==> src/rtl/dvi_timing_ctrl_pkg.sv <==
// Shared definitions for the DVI raster timing controller: the four-phase
// timing state encoding used by both axes, and the blanking constants.
package dvi_timing_ctrl_pkg;

    // Timing phase of one axis; both axes step through the same order.
    localparam logic [1:0] ST_ACTIVE = 2'd0;
    localparam logic [1:0] ST_FRONT  = 2'd1;
    localparam logic [1:0] ST_SYNC   = 2'd2;
    localparam logic [1:0] ST_BACK   = 2'd3;

    // Pixel value driven to the encoders outside active video or on underflow.
    localparam logic [23:0] BLANK_RGB = 24'h00_00_00;

    // Control symbols for the green/red encoders are never used.
    localparam logic [1:0] BLANK_CTL = 2'b00;

    // Phases wrap BACK -> ACTIVE, which the 2-bit encoding gives for free.
    function automatic logic [1:0] next_phase(input logic [1:0] s);
        return s + 2'd1;
    endfunction

endpackage

==> src/rtl/dvi_timing_axis.sv <==
// One raster axis (horizontal or vertical): a four-phase FSM with a
// down-counter that is reloaded with (length-1) each time a phase is entered.
module dvi_timing_axis
    import dvi_timing_ctrl_pkg::*;
#(
    parameter int W_CTR = 12
) (
    input  logic             clk,
    input  logic             rst_n,
    input  logic             hold,
    input  logic             advance,
    input  logic [W_CTR-1:0] len_active_m1,
    input  logic [W_CTR-1:0] len_front_m1,
    input  logic [W_CTR-1:0] len_sync_m1,
    input  logic [W_CTR-1:0] len_back_m1,
    output logic [1:0]       state,
    output logic             last
);

    logic [W_CTR-1:0] ctr;
    logic [1:0]       nxt;
    logic [W_CTR-1:0] reload;

    // Reload value for the phase that follows the current one.
    always_comb begin
        nxt    = next_phase(state);
        reload = len_active_m1;
        case (nxt)
            ST_ACTIVE: reload = len_active_m1;
            ST_FRONT:  reload = len_front_m1;
            ST_SYNC:   reload = len_sync_m1;
            ST_BACK:   reload = len_back_m1;
            default:   reload = len_active_m1;
        endcase
    end

    // Phase/counter update; hold parks the axis at the start of ACTIVE.
    always_ff @(posedge clk or negedge rst_n) begin
        if (!rst_n) begin
            state <= ST_ACTIVE;
            ctr   <= len_active_m1;
        end else if (hold) begin
            state <= ST_ACTIVE;
            ctr   <= len_active_m1;
        end else if (advance) begin
            if (ctr == '0) begin
                state <= nxt;
                ctr   <= reload;
            end else begin
                ctr <= ctr - 1'b1;
            end
        end
    end

    assign last = (state == ST_BACK) && (ctr == '0);

endmodule

==> src/rtl/dvi_timing_ctrl.sv <==
// DVI raster timing controller: drives the three TMDS encoders with sync,
// data-enable and pixel data, pulling pixels from scanout over ready/valid.
module dvi_timing_ctrl
    import dvi_timing_ctrl_pkg::*;
#(
    parameter int   H_ACTIVE  = 640,
    parameter int   H_FRONT   = 16,
    parameter int   H_SYNC    = 96,
    parameter int   H_BACK    = 48,
    parameter int   V_ACTIVE  = 480,
    parameter int   V_FRONT   = 10,
    parameter int   V_SYNC    = 2,
    parameter int   V_BACK    = 33,
    parameter logic HSYNC_POL = 1'b0,
    parameter logic VSYNC_POL = 1'b0,
    parameter int   W_CTR     = 12
) (
    input  logic        clk,
    input  logic        rst_n,
    input  logic        en,
    input  logic [23:0] rgb,
    input  logic        rgb_valid,
    output logic        rgb_ready,
    input  logic        underflow_clr,
    output logic        underflow,
    output logic        sof,
    output logic        den,
    output logic [1:0]  c0,
    output logic [1:0]  c1,
    output logic [1:0]  c2,
    output logic [7:0]  d0,
    output logic [7:0]  d1,
    output logic [7:0]  d2
);

    localparam logic [W_CTR-1:0] H_ACT_M1 = W_CTR'(H_ACTIVE - 1);
    localparam logic [W_CTR-1:0] H_FP_M1  = W_CTR'(H_FRONT - 1);
    localparam logic [W_CTR-1:0] H_SY_M1  = W_CTR'(H_SYNC - 1);
    localparam logic [W_CTR-1:0] H_BP_M1  = W_CTR'(H_BACK - 1);
    localparam logic [W_CTR-1:0] V_ACT_M1 = W_CTR'(V_ACTIVE - 1);
    localparam logic [W_CTR-1:0] V_FP_M1  = W_CTR'(V_FRONT - 1);
    localparam logic [W_CTR-1:0] V_SY_M1  = W_CTR'(V_SYNC - 1);
    localparam logic [W_CTR-1:0] V_BP_M1  = W_CTR'(V_BACK - 1);

    logic [1:0] h_state, v_state;
    logic       h_last, v_last;
    logic       hsync, vsync;
    logic       at_origin;

    // Horizontal axis free-runs every cycle while enabled.
    dvi_timing_axis #(.W_CTR(W_CTR)) u_h_axis (
        .clk           (clk),
        .rst_n         (rst_n),
        .hold          (!en),
        .advance       (1'b1),
        .len_active_m1 (H_ACT_M1),
        .len_front_m1  (H_FP_M1),
        .len_sync_m1   (H_SY_M1),
        .len_back_m1   (H_BP_M1),
        .state         (h_state),
        .last          (h_last)
    );

    // Vertical axis steps once per line, on the last back-porch cycle.
    dvi_timing_axis #(.W_CTR(W_CTR)) u_v_axis (
        .clk           (clk),
        .rst_n         (rst_n),
        .hold          (!en),
        .advance       (h_last),
        .len_active_m1 (V_ACT_M1),
        .len_front_m1  (V_FP_M1),
        .len_sync_m1   (V_SY_M1),
        .len_back_m1   (V_BP_M1),
        .state         (v_state),
        .last          (v_last)
    );

    // Pixel slot and sync levels for the current timing state.
    always_comb begin
        rgb_ready = en && (h_state == ST_ACTIVE) && (v_state == ST_ACTIVE);
        hsync     = (en && h_state == ST_SYNC) ? HSYNC_POL : ~HSYNC_POL;
        vsync     = (en && v_state == ST_SYNC) ? VSYNC_POL : ~VSYNC_POL;
    end

    // Marks that the timing state is at pixel (0,0): after a hold or right
    // after the last cycle of a frame. Avoids exposing the axis counters.
    always_ff @(posedge clk or negedge rst_n) begin
        if (!rst_n)   at_origin <= 1'b1;
        else if (!en) at_origin <= 1'b1;
        else          at_origin <= h_last && v_last;
    end

    // Encoder input registers, one cycle behind the timing state.
    always_ff @(posedge clk or negedge rst_n) begin
        if (!rst_n) begin
            den          <= 1'b0;
            {d2, d1, d0} <= BLANK_RGB;
            c0           <= {~VSYNC_POL, ~HSYNC_POL};
            sof          <= 1'b0;
        end else begin
            den          <= rgb_ready;
            {d2, d1, d0} <= (rgb_ready && rgb_valid) ? rgb : BLANK_RGB;
            c0           <= {vsync, hsync};
            sof          <= rgb_ready && at_origin;
        end
    end

    // Sticky underflow; a new miss wins over a same-cycle clear.
    always_ff @(posedge clk or negedge rst_n) begin
        if (!rst_n)                        underflow <= 1'b0;
        else if (rgb_ready && !rgb_valid)  underflow <= 1'b1;
        else if (underflow_clr)            underflow <= 1'b0;
    end

    assign c1 = BLANK_CTL;
    assign c2 = BLANK_CTL;

endmodule
==> config.mk <==
export PLATFORM = sky130hd
export DESIGN_NAME = dvi_timing_ctrl
export DESIGN_NICKNAME = d
export VERILOG_FILES = /design/src/rtl/dvi_timing_ctrl_pkg.sv /design/src/rtl/dvi_timing_axis.sv /design/src/rtl/dvi_timing_ctrl.sv
export SDC_FILE = /design/constraint.sdc
export NUM_CORES = 1
export LEC_CHECK = 0
export ABC_AREA = 1
export BUFFER_PORTS_ARGS = -buffer_cell sky130_fd_sc_hd__buf_2
export CELL_PAD_IN_SITES_DETAIL_PLACEMENT = 1
export CELL_PAD_IN_SITES_GLOBAL_PLACEMENT = 1
export CORE_AREA = 8 8 113 84
export CTS_BUF_LIST = sky130_fd_sc_hd__clkbuf_8
export DETAILED_ROUTE_END_ITERATION = 8
export DIE_AREA = 0 0 121 92
export PLACE_DENSITY = 0.81
export SLEW_MARGIN = 5
export SYNTH_ARGS = -nofsm -noshare
export SYNTH_HDL_FRONTEND = slang
export SYNTH_SLANG_ARGS = --single-unit
export TNS_END_PERCENT = 30
==> constraint.sdc <==
create_clock -name clk -period 1.41 [get_ports clk]
set_input_delay 0.141 -clock clk [delete_from_list [all_inputs] [get_ports clk]]
set_output_delay 0.141 -clock clk [all_outputs]
set_load 0.05 [all_outputs]
==> impl_metrics.csv <==
group,metric,value,unit
critical_path,critPathRequiredTime,1.66,ns
grt,grt_util_met1,0.2089,
grt,gr-max-usage-layer,"met2",
clocking,cts_tree,"yes",
critical_path,cp_max_fo,8,
yosys,parity_gate_share_of_the_synthesized_area_counting_xor_and_xnor_cells,0.03358,
clocking,inserted_clock_buffers,9,
yosys,synth_area,0.002869,mm2
floorplan,io-pin-count,63,
run_status,violated_checks,"hold timing, setup timing",
place,io_buffer_count,58,
sta,timing.final.max_slew_violations,0,
grt,globalRouteMet2Util,0.3667,
sta,clk_skew,0.01004,ns
critical_path,critical-path-slowest-cell,"sky130_fd_sc_hd__dfstp_2",
clocking,clkTransAtPathRegs,0.07,ns
final_layout,final_layout_size_suffix_gt1_frac,0.5044,
sta,grt_setup_unrepaired,"true",
critical_path,worst_path_largest_cell_delay,0.56,ns
sta,post-route-min-period,1.570,ns
sta,finalHoldWorstSlack,-0.002613,ns
critical_path,critPathLaunchType,"flop",
yosys,synth.mux.area_fraction,0,
yosys,synth_simple_gate_area_share,0.2595,
power_and_ir_drop,power.leakage,2.299,nW
critical_path,timing.setup.critical_path_class,"flop to flop",
clocking,htreeDepth,3,
final_layout,flow.area_growth_from_synthesis,53.38,%
sta,finalSetupViolCount,24,
place,detailedPlace.worstSlack,-0.2181,ns
clocking,clk_path_buf_depth,2,
route,drc_errors,0,
yosys,yosys.area_share.adder,0.05669,
clocking,clock_insertion_delay_worst_skew,0.35,ns
grt,grt_use_met3,0.04042,
route,routed_wirelength,11.14,mm
yosys,seq_area_frac_synth,0.5142,
route,count_of_nets_left_with_antenna_violations_after_detail_routing,0,
power_and_ir_drop,worst_ir_drop_vdd,0.0006229,V
yosys,yosys.cell_count.top_type,"sky130_fd_sc_hd__inv_1",
yosys,netlist-cell-type-count,29,
run_status,outcome,"finished with violations",
flow_run,drv.max_cap_violation_count,0,
sta,slew_at_the_pin_closest_to_its_max_slew_limit,0.5182,ns
grt,number_of_antenna_violations_at_the_first_check_in_global_routing,0,
yosys,ys.warnings.count,0,
floorplan,core-area,0.007669,mm2
grt,first_pass_grt_wire_length,16.68,mm
route,route.vias.total,2735,
yosys,ys_top_cells_by_count,"56 x sky130_fd_sc_hd__inv_1, 48 x sky130_fd_sc_hd__nand2_1, 47 x sky130_fd_sc_hd__nor2_1",
critical_path,setup.worst_path.start,"u_h_axis.ctr[0]",
critical_path,path_cells,"inv_4, ha_4, nand2_2, nor2_4, nand3_4, nand2_8, buf_12, a21oi_4, nor2_1",
place,place.detailed.hpwl,6.708,mm
critical_path,critical_path.endpoint_type,"flop",
final_layout,num-nets-final,495,
yosys,postSynthCellCount,326,
yosys,synth_area_leader_cell,"sky130_fd_sc_hd__dfrtp_1",
floorplan,initial_utilization,0.3741,
yosys,yosys.area.top_type_share,0.3402,
yosys,post_synth.cell_area_avg,8.801,um2
critical_path,cell_family_contributing_the_most_delay_on_the_critical_path,"flip-flops",
yosys,ys_seq_elements,58,
floorplan,die-area,0.01113,mm2
power_and_ir_drop,power-per-cell-area,1035,mW/mm2
clocking,clk_root_buffer_cell,"sky130_fd_sc_hd__clkbuf_8",
clocking,cts_num_sinks,58,
grt,grt_overflow_total,0,
route,drt-pass1-iter-count,4,
route,routed_wire_length_per_instance,19.92,um
final_layout,filler_cell_count,871,
sta,relative_max_transition_margin,0.6545,
route,initialDrtViolationCount,103,
floorplan,fp-row-count,27,
floorplan,dieWidth,121,um
floorplan,dieHeight,92,um
grt,track_usage,0.1959,
min_path,hp-class,"input port to flop",
sta,max_freq,637.0,MHz
sta,timing_hold_violations_final,1,
sta,setup_slack,-0.1599,ns
route,avgViaCountPerCell,4.893,
critical_path,crit-reg2reg-launch,"u_h_axis.ctr[0]",
final_layout,fin_util,0.5738,
yosys,post_synth_main_area_contributors,"sky130_fd_sc_hd__dfrtp_1 34%, sky130_fd_sc_hd__dfstp_2 17%, sky130_fd_sc_hd__nand3_1 7.5%",
place,place.gp.congestion,0.7915,
sta,fin_crit_share,1.113,
yosys,edff_count_synth,0,
yosys,largest_family_of_logic_cells_by_synthesized_area,"simple AND/OR/NAND/NOR gates",
final_layout,num_antenna_cells,0,
yosys,synth-compound-area-share,0.03620,
yosys,synth_async_sr_flop_share,1.000,
yosys,synth_top_flop_cell,"sky130_fd_sc_hd__dfrtp_1",
critical_path,sum_of_buffers_and_inverters_on_the_critical_path,2,
critical_path,cp.arrival,1.82,ns
grt,first_global_vias,3110,
min_path,hp-start,"rgb[23]",
grt,grt_start_max_net_pins,25,
power breakdown:
part | switching [W] | leakage, nW | total, W | internal [W]
clock network | 0.000718 | 0.103 | 0.00162 | 0.000902
logic | 0.000687 | 1.46 | 0.00109 | 0.000404
registers | 0.0000605 | 0.734 | 0.00184 | 0.00178
total | 0.00147 | 2.30 | 0.00455 | 0.00309
area by class of cell:
type / count / area, um2 / share of cell area
Sequential cell: 58 / 1476 / 0.3355
Multi-Input combinational cell: 204 / 1471 / 0.3344
Timing Repair Buffer: 122 / 892.1 / 0.2027
Inverter: 58 / 229.0 / 0.05203
Clock buffer: 11 / 151.4 / 0.03440
Tap cell: 101 / 126.4 / 0.02872
Clock inverter: 5 / 53.80 / 0.01223
state kept, by name (all words and copies together), names as in the netlist:
name            flops
at_origin           1
c0                  2
d0                  8
d1                  8
d2                  8
den                 1
sof                 1
u_h_axis.ctr       12
u_h_axis.state      2
u_v_axis.ctr       12
u_v_axis.state      2
underflow           1
cell families (layout without fill, tap and decap cells):
logic type	count (synthesis)	after routing
fa+ha+maj	13	13
simple gates	158	158
xor+xnor	11	11
buf+inv	67	196
flops	58	58
compound gates	18	18
other cells	1	4
per-stage QoR:
stage / std cells / TNS [ns] / total power [W] / hold slack [ns] / instance area [um2]
final: 559 / -2.104 / 0.004555 / -0.002613 / 4400
after global routing: 559 / -3.610 / 0.004713 / 0.003148 / 4400
after CTS: 550 / -1.045 / 0.004429 / 0.0001562 / 4141
after detailed placement: 512 / -2.793 / 0.002677 / 0.1455 / 3541
after global placement: 512 / -0.8712 / 0.002630 / 0.1439 / 3541
after floorplan: 329 / -1.770 / 0.002379 / -0.1546 / 2929
worst reg2reg max path: stages (launching register included):
cell,delay [ns]
sky130_fd_sc_hd__dfstp_2,0.56
sky130_fd_sc_hd__inv_4,0.06
sky130_fd_sc_hd__ha_4,0.15
sky130_fd_sc_hd__nand2_2,0.07
sky130_fd_sc_hd__nor2_4,0.05
sky130_fd_sc_hd__nand3_4,0.12
sky130_fd_sc_hd__nand2_8,0.10
sky130_fd_sc_hd__buf_12,0.16
sky130_fd_sc_hd__a21oi_4,0.13
sky130_fd_sc_hd__nor2_1,0.06
timing repair:
action / in CTS / in global routing
hold endpoints to repair: 13 / 1
hold buffers: 8 / 1
gates resized for setup: 57 / 48
pin swaps: 16 / 18
setup endpoints to repair: 53 / 54
buffers inserted: 14 / 8
metal layers:
layer	part of all wire	vias to the layer above
met5	0	-
met4	0.023	0
met3	0.039	26
met2	0.56	69
met1	0.38	1387
li1	-	1253
worst paths after layout:
kind / endpoint / cells after the start / slack [ns]
setup / recovery: u_v_axis.ctr[11] / 9 / -0.16
hold / removal: d2[7] / 3 / -0.003
setup reg to reg: u_v_axis.ctr[11] / 9 / -0.16
hold reg to reg: sof / 2 / 0.48
max in group asynchronous: at_origin / 3 / 0.52
min in group asynchronous: u_h_axis.ctr[8] / 2 / 0.31
layout by cell type, fill, tap and decap left out, drive strengths merged:
cell type / count
dfrtp: 39
o211ai: 2
ha: 13
dlygate4sd3: 9
nand4: 2
bufinv: 1
nor2: 52
xnor2: 4
clkbuf: 11
clkinv: 1
nand2: 54
dfstp: 19
xor2: 7
o21ai: 10
conb: 4
inv: 58
nor3: 4
nand3: 44
o22ai: 1
clkinvlp: 3
nand3b: 2
a21oi: 5
buf: 113
No activity file was read; power rests on OpenSTA's default activity.
